===== config.mk =====
export PLATFORM = sky130hd
export DESIGN_NAME = axi_write_arbiter
export DESIGN_NICKNAME = d
export VERILOG_FILES = /design/src/rtl/axi_write_arbiter.sv
export SDC_FILE = /design/constraint.sdc
export NUM_CORES = 1
export LEC_CHECK = 0
export CORE_UTILIZATION = 30
export DETAILED_ROUTE_END_ITERATION = 16
export HOLD_SLACK_MARGIN = 0.03
export PLACE_DENSITY_LB_ADDON = 0.05
export SLEW_MARGIN = 20
export SYNTH_ARGS = -nofsm -noshare
export SYNTH_HDL_FRONTEND = slang
export SYNTH_SLANG_ARGS = --single-unit

===== constraint.sdc =====
create_clock -name clk_i -period 2.8 [get_ports clk_i]
set_input_delay 0.56 -clock clk_i [delete_from_list [all_inputs] [get_ports clk_i]]
set_output_delay 0.56 -clock clk_i [all_outputs]
set_load 0.02 [all_outputs]

===== src/rtl/axi_write_arbiter.sv =====
// Round-robin AW arbiter with an in-order W steering FIFO for one shared AXI4 write port.
// Payload muxes are external; this block drives the handshakes and the select indices.
module axi_write_arbiter #(
  parameter int unsigned NUM_INP  = 4,
  parameter int unsigned MAX_TXNS = 4,
  parameter int unsigned SEL_W    = $clog2(NUM_INP),
  parameter int unsigned CNT_W    = $clog2(MAX_TXNS + 1)
) (
  input  logic               clk_i,
  input  logic               rst_i,
  input  logic [NUM_INP-1:0] inp_aw_valid_i,
  output logic [NUM_INP-1:0] inp_aw_ready_o,
  input  logic [NUM_INP-1:0] inp_w_valid_i,
  output logic [NUM_INP-1:0] inp_w_ready_o,
  output logic               oup_aw_valid_o,
  input  logic               oup_aw_ready_i,
  output logic [SEL_W-1:0]   aw_sel_o,
  output logic               oup_w_valid_o,
  input  logic               oup_w_ready_i,
  input  logic               oup_w_last_i,
  output logic [SEL_W-1:0]   w_sel_o,
  output logic [CNT_W-1:0]   outstanding_o
);

  localparam int unsigned PTR_W = (MAX_TXNS > 1) ? $clog2(MAX_TXNS) : 1;

  typedef enum logic [0:0] {ST_IDLE = 1'b0, ST_LOCKED = 1'b1} aw_state_e;

  aw_state_e        state_r, state_s;
  logic [SEL_W-1:0] rr_r, lock_r, cand_s, head_s;
  logic             found_s, any_req_s, full_s, empty_s;
  logic             aw_hs_s, pop_s;
  logic [SEL_W-1:0] fifo_r [MAX_TXNS];
  logic [PTR_W-1:0] wr_ptr_r, rd_ptr_r;
  logic [CNT_W-1:0] count_r;

  function automatic logic [SEL_W-1:0] wrap_inc(input logic [SEL_W-1:0] base,
                                                input int unsigned step);
    int unsigned sum;
    sum = 32'(base) + step;
    if (sum >= NUM_INP) sum = sum - NUM_INP;
    else                sum = sum;
    return sum[SEL_W-1:0];
  endfunction

  function automatic logic [PTR_W-1:0] ptr_inc(input logic [PTR_W-1:0] ptr);
    if (ptr == PTR_W'(MAX_TXNS - 1)) return {PTR_W{1'b0}};
    else                             return ptr + PTR_W'(1);
  endfunction

  assign any_req_s     = |inp_aw_valid_i;
  assign empty_s       = (count_r == {CNT_W{1'b0}});
  assign full_s        = (count_r == CNT_W'(MAX_TXNS));
  assign head_s        = fifo_r[rd_ptr_r];
  assign aw_hs_s       = oup_aw_valid_o & oup_aw_ready_i;
  assign pop_s         = oup_w_valid_o & oup_w_ready_i & oup_w_last_i;
  assign outstanding_o = count_r;

  // Round-robin candidate: first requester at or after the priority pointer.
  always_comb begin
    cand_s  = rr_r;
    found_s = 1'b0;
    for (int unsigned k = 0; k < NUM_INP; k++) begin
      if (!found_s && inp_aw_valid_i[wrap_inc(rr_r, k)]) begin
        cand_s  = wrap_inc(rr_r, k);
        found_s = 1'b1;
      end else begin
        found_s = found_s;
      end
    end
  end

  // AW state register.
  always_ff @(posedge clk_i or posedge rst_i) begin
    if (rst_i) state_r <= ST_IDLE;
    else       state_r <= state_s;
  end

  // AW next state: an unacknowledged offer locks the selection until handshake.
  always_comb begin
    state_s = state_r;
    case (state_r)
      ST_IDLE: begin
        if (any_req_s && !full_s && !oup_aw_ready_i) state_s = ST_LOCKED;
        else                                         state_s = ST_IDLE;
      end
      ST_LOCKED: begin
        if (oup_aw_ready_i) state_s = ST_IDLE;
        else                state_s = ST_LOCKED;
      end
      default: state_s = ST_IDLE;
    endcase
  end

  // AW outputs.
  always_comb begin
    oup_aw_valid_o = 1'b0;
    aw_sel_o       = {SEL_W{1'b0}};
    case (state_r)
      ST_IDLE: begin
        if (any_req_s && !full_s) begin
          oup_aw_valid_o = 1'b1;
          aw_sel_o       = cand_s;
        end else begin
          oup_aw_valid_o = 1'b0;
        end
      end
      ST_LOCKED: begin
        oup_aw_valid_o = 1'b1;
        aw_sel_o       = lock_r;
      end
      default: oup_aw_valid_o = 1'b0;
    endcase
  end

  // Per-master AW ready follows the shared handshake for the selected master only.
  always_comb begin
    inp_aw_ready_o = {NUM_INP{1'b0}};
    if (aw_hs_s) inp_aw_ready_o[aw_sel_o] = 1'b1;
    else         inp_aw_ready_o = {NUM_INP{1'b0}};
  end

  // Locked selection and round-robin pointer.
  always_ff @(posedge clk_i or posedge rst_i) begin
    if (rst_i) begin
      lock_r <= {SEL_W{1'b0}};
      rr_r   <= {SEL_W{1'b0}};
    end else begin
      if (state_r == ST_IDLE && state_s == ST_LOCKED) lock_r <= cand_s;
      if (aw_hs_s) rr_r <= wrap_inc(aw_sel_o, 1);
    end
  end

  // Grant-order FIFO; a pop while full frees the slot only from the next cycle.
  always_ff @(posedge clk_i or posedge rst_i) begin
    if (rst_i) begin
      wr_ptr_r <= {PTR_W{1'b0}};
      rd_ptr_r <= {PTR_W{1'b0}};
      count_r  <= {CNT_W{1'b0}};
      for (int i = 0; i < MAX_TXNS; i++) fifo_r[i] <= {SEL_W{1'b0}};
    end else begin
      if (aw_hs_s) begin
        fifo_r[wr_ptr_r] <= aw_sel_o;
        wr_ptr_r         <= ptr_inc(wr_ptr_r);
      end
      if (pop_s) rd_ptr_r <= ptr_inc(rd_ptr_r);
      case ({aw_hs_s, pop_s})
        2'b10:   count_r <= count_r + CNT_W'(1);
        2'b01:   count_r <= count_r - CNT_W'(1);
        default: count_r <= count_r;
      endcase
    end
  end

  // W steering to the master at the FIFO head.
  always_comb begin
    w_sel_o       = {SEL_W{1'b0}};
    oup_w_valid_o = 1'b0;
    inp_w_ready_o = {NUM_INP{1'b0}};
    if (!empty_s) begin
      w_sel_o               = head_s;
      oup_w_valid_o         = inp_w_valid_i[head_s];
      inp_w_ready_o[head_s] = oup_w_ready_i;
    end else begin
      w_sel_o = {SEL_W{1'b0}};
    end
  end

endmodule


# After elaboration in Yosys (flattened, before gate mapping)
# Cells that the tools add are included.
# word_totals
register_bits,20
input_bits,13
# classes
n_addsub,13
reduce_logical,17
n_bitwise,7
eq_ne,5
order_cmp,16
muxes,46
# op_table
cell,count
2-to-1 mux 2 bit,16
>= comparator 3 bit (second input constant),6
less-than comparator 2 x 3 -> 1 bit (second input constant),6
2-to-1 mux 1 bit,14
binary-select mux 1 bit (select 2 bit),5
subtractor 2 x 1 -> 2 bit (second input constant),5
logical AND 1 bit,9
bitwise mux 8 bit,1
2-to-1 mux 4 bit,2
adder 2 x 1 -> 3 bit (second input constant),2
adder 2 x 2 -> 3 bit (second input constant),2
== test 2 bit (second input constant),3
inverter 2 -> 3 bit,2
one-hot mux 3 bit (2 select lines),1
logical NOT 1 bit,5
adder 2 x 1 -> 2 bit (second input constant),2
AND 4 bit,1
binary-select mux 2 bit (select 2 bit),1
demux 1 bit (select 2 bit),2
demux 2 bit (select 2 bit),1
>= comparator 2 x 1 -> 1 bit (second input constant),2
one-hot mux 1 bit (2 select lines),2
one-hot mux 2 bit (2 select lines),1
OR reduction 4 bit,1
10 further kinds,12

# Longest topological paths before layout
# depth
word_depth,21
ltp_mapped,11
ltp_nobuf,11

# Least setup slack after synthesis
# No wires, ideal clock.
# synth_timing
path_type,input port to output port
start,input inp_aw_valid_i[0]
end,output inp_aw_ready_o[1]
arrival_time_ns,2.716
stages,6
t_required_ns,2.240
setup_slack_ns,-0.476
path_cell_list,nor3b_1 -> a2111oi_0 -> o41ai_1 -> inv_1 -> ha_1 -> and2_1
# synth_between
elab_chain_cells,19
word_cells_on_any_way,34
# synth_lines
element,line_no,text
start: declaration,11,"input logic [NUM_INP-1:0] inp_aw_valid_i,"
binary-select mux 1 bit (select 2 bit),64,"if (!found_s && inp_aw_valid_i[wrap_inc(rr_r, k)]) begin"
2-to-1 mux 1 bit (not written as such),64,
2-to-1 mux 1 bit,64,
logical NOT 1 bit,64,
logical AND 1 bit,64,
2-to-1 mux 1 bit,64,
logical NOT 1 bit,64,
logical AND 1 bit,64,
[... 4 more ...],n/a,
2-to-1 mux 2 bit *,101,if (any_req_s && !full_s) begin
one-hot mux 2 bit (2 select lines) *,99,case (state_r)
named net aw_sel_o[1],17,"output logic [SEL_W-1:0] aw_sel_o,"
less-than comparator 2 x 3 -> 1 bit (not written as such) / >= comparator 2 x 1 -> 1 bit (equally long branches),119,if (aw_hs_s) inp_aw_ready_o[aw_sel_o] = 1'b1;
logical AND 1 bit (not written as such),119,
2-to-1 mux 1 bit (not written as such),119,
demux 1 bit (select 2 bit) *,119,
2-to-1 mux 4 bit *,119,
end: declaration,12,"output logic [NUM_INP-1:0] inp_aw_ready_o,"
# Mark *: on every way through the listed nets, which the timed path passes. The rest lies on a longest branch. The select of a mux whose other input is x is not followed.

# Worst setup path after layout
# layout_timing
start,register rd_ptr_r[0]
end,output w_sel_o[0]
# layout_between
elab_chain_cells,5
# layout_lines
element,line_no,text
start: declaration,34,"logic [PTR_W-1:0] wr_ptr_r, rd_ptr_r;"
start signal: assignment,138,rd_ptr_r <= {PTR_W{1'b0}};
start signal: assignment,146,if (pop_s) rd_ptr_r <= ptr_inc(rd_ptr_r);
inverter 2 -> 3 bit (not written as such),54,assign head_s = fifo_r[rd_ptr_r];
binary-select mux 2 bit (select 2 bit),54,
2-to-1 mux 2 bit (not written as such) (2 in series),54,
2-to-1 mux 2 bit,160,if (!empty_s) begin
end: declaration,21,"output logic [SEL_W-1:0] w_sel_o,"
# Every way passes these cells. The select of a mux whose other input is x is not followed.

==> run_results.csv <==
group,metric,value,unit
synthesis,synth_common_cells,"dfrtp_1 (20), nor2_1 (14), inv_1 (12), nand2_1 (12), ha_1 (10)",
placed_design,gp_congestion,0.795,
cts,clkTransAtPathRegs,80,ps
finish,register_area,502,um2
placed_design,portBuffers,29,
synthesis,mappedNetlistArea,1270,um2
synthesis,yosysWarnings,0,
global_routing,antenna_found_initial,0,
outcome,status,"finished clean",
timing,hold_violations,0,
critical_path,critPathKind,"reg -> out",
global_routing,grt_pass1_vias,1108,
global_routing,grt_pass1_wl,4970,um
critical_path,start_kind,"flop",
finish,design_area,1990,um2
timing,fin_skew,1.31,ps
die,core_area,4030,um2
cts,ctsHtreeMaxLevel,1,
power_and_ir_drop,p_leak,0.962,nW
die,die_h,67.1,um
timing,hold_ws,484,ps
finish,drive_above_1_share,38.4,%
synthesis,synth.most_common_cell,"dfrtp_1",
finish,layout.nets,210,
finish,diodes,0,
timing,worst_pin_slew,770,ps
synthesis,synth_ff_type,"dfrtp_1",
routing,vias_per_cell,4.57,
timing,fmax,0.370,GHz
placed_design,dp.cells,221,
global_routing,grt_max_degree,21,
synthesis,ys_types,34,
cts,cts_hold_buf,0,
global_routing,grt.total_usage,15.2,%
synthesis,yosysSeqAreaShare,39.4,%
routing,num_vias,1073,
synthesis,syn_nets,147,
critical_path,cp_max_fo,4,
synthesis,synth_top_area_share,39.4,%
timing,setup_viol,0,
power_and_ir_drop,vdd_drop_max,385,uV
die,start_util,31.6,%
run,cap_violations,0,
die,die_x,67.1,um
critical_path,crit_required,2240,ps
global_routing,gr-total-overflow,0,
synthesis,synthTopCellsByArea,"dfrtp_1 (39%), ha_1 (9.8%), mux2_2 (7.1%)",
placed_design,placed_area,1780,um2
routing,routed_wl,2880,um
die,rows,23,
finish,multiInputGateArea,810,um2
cts,worstSkewPairLatency,260,ps
synthesis,netlist_instances,123,
finish,instances_no_fill,235,
synthesis,avgSynthCellArea,10.3,um2
finish,num-fill-cells,399,
timing,min_period,2700,ps
cts,root_buffer,"clkbuf_8",
routing,antenna_left,0,
die,io-pin-count,30,
cts,cts_sinks,20,
min_path,hold_class,"reg -> reg",
synthesis,synthArstFlopShare,100,%
finish,syn_to_final_growth,56.7,%
cts,cts_tree,"built",
critical_path,end_kind,"output pin",
routing,drt_pass1_iterations,4,
timing,fin_crit_sh,96.6,%
cts,clock_path_buffers,2,
placed_design,hpwl,2210,um
placed_design,preCtsSetupSlack,-766,ps
timing,final.setup.tns,0,ps
cts,cts-buffers-inserted,3,
synthesis,ys_ff_latch,20,
synthesis,synth.largest_area_cell,"dfrtp_1",
routing,drc,0,
die,die-area,4500,um2
timing,slew_violations,0,
routing,drt_iter0_markers,12,
critical_path,cp.arrival,2140,ps
timing,max-slew-margin-rel,48.6,%
power_and_ir_drop,p_total,2.23,mW
synthesis,synth-edff-count,0,
power_and_ir_drop,power_density,1120,nW/um2
finish,finish.utilization,49.4,%
timing,fin_ws,96.2,ps
routing,wl_per_cell,12.3,um
-- layer usage --
layer  wire length [um]  vias to the layer above  GRT usage (%)
met5                  0                        -              0
met4                 47                        0           6.38
met3                 77                        5           3.08
met2               1420                       13           25.5
met1               1340                      514           18.7
li1                   -                      541              -
-- cell families after synthesis --
kind of cell | after synthesis | synth area share (%)
buffers and inverters | 13 | 3.84
muxes | 16 | 16.8
DFF | 20 | 39.4
xor gates and xnor gates | 3 | 2.07
and+or+nand+nor | 45 | 18.5
adders and majority gates | 11 | 11.4
AOI/OAI and AO/OA | 15 | 7.97
-- flip-flops by register name (all words and copies together) (netlist names) --
name	flops
wr_ptr_r	2
lock_r	2
fifo_r	8
rr_r	2
outstanding_o	3
state_r	1
rd_ptr_r	2
-- cell type report --
class	count	area share [%]
clock inverter	1	1.51
multi-input combinational	90	40.6
tap	50	3.14
sequential	20	25.2
timing repair buffer	59	25.2
clock buffer	3	2.07
inverter	12	2.26
-- critical path, cell delays in order (launching register included) --
cell and delay (ps):
dfrtp_2 410, mux4_1 610, buf_4 170, and2_2 160, clkdlybuf4s50_1 540
-- worst paths after layout --
path | start | endpoint | slack (ps) | cells after the start
max | rd_ptr_r[0] | w_sel_o[0] | 100 | 4
min | lock_r[0] | lock_r[0] | 480 | 1
max reg2reg | rd_ptr_r[0] | outstanding_o[2] | 150 | 11
min reg2reg | lock_r[0] | lock_r[0] | 480 | 1
max in group asynchronous | rst_i | rd_ptr_r[0] | 1530 | 2
min in group asynchronous | rst_i | fifo_r[3] | 730 | 2
-- where the power goes --
part	switching [mW]	total [mW]	internal [mW]	leakage, nW
Clock	0.100	0.291	0.191	0.0357
Sequential	0.0921	0.519	0.427	0.245
Combinational	0.648	1.42	0.771	0.682
-- placed cells by master, fill, tap and decap left out, types with 2 or more instances in the layout --
master	n
nand2_1	12
a21oi_1	2
mux2_2	8
nor2b_1	3
mux2_4	3
and2_4	2
or3_1	3
dfrtp_1	19
inv_2	2
a21o_1	2
and2_1	2
nor2_1	13
buf_2	4
clkbuf_8	3
o21ai_0	3
clkdlybuf4s50_1	15
ha_2	2
inv_1	10
ha_1	7
dlygate4sd2_1	5
mux2i_1	3
xor2_1	2
buf_4	28
buf_6	5
-- repair_timing --
item | CTS | global route
setup buffers | 8 | 2
pin swaps | 6 | 6
cloned | 0 | 0
resized for setup | 51 | 14
endpoints found under the setup margin | 11 | 9
endpoints found under the hold margin | 0 | 0
Note: power is estimated with default switching activity, not from simulation.
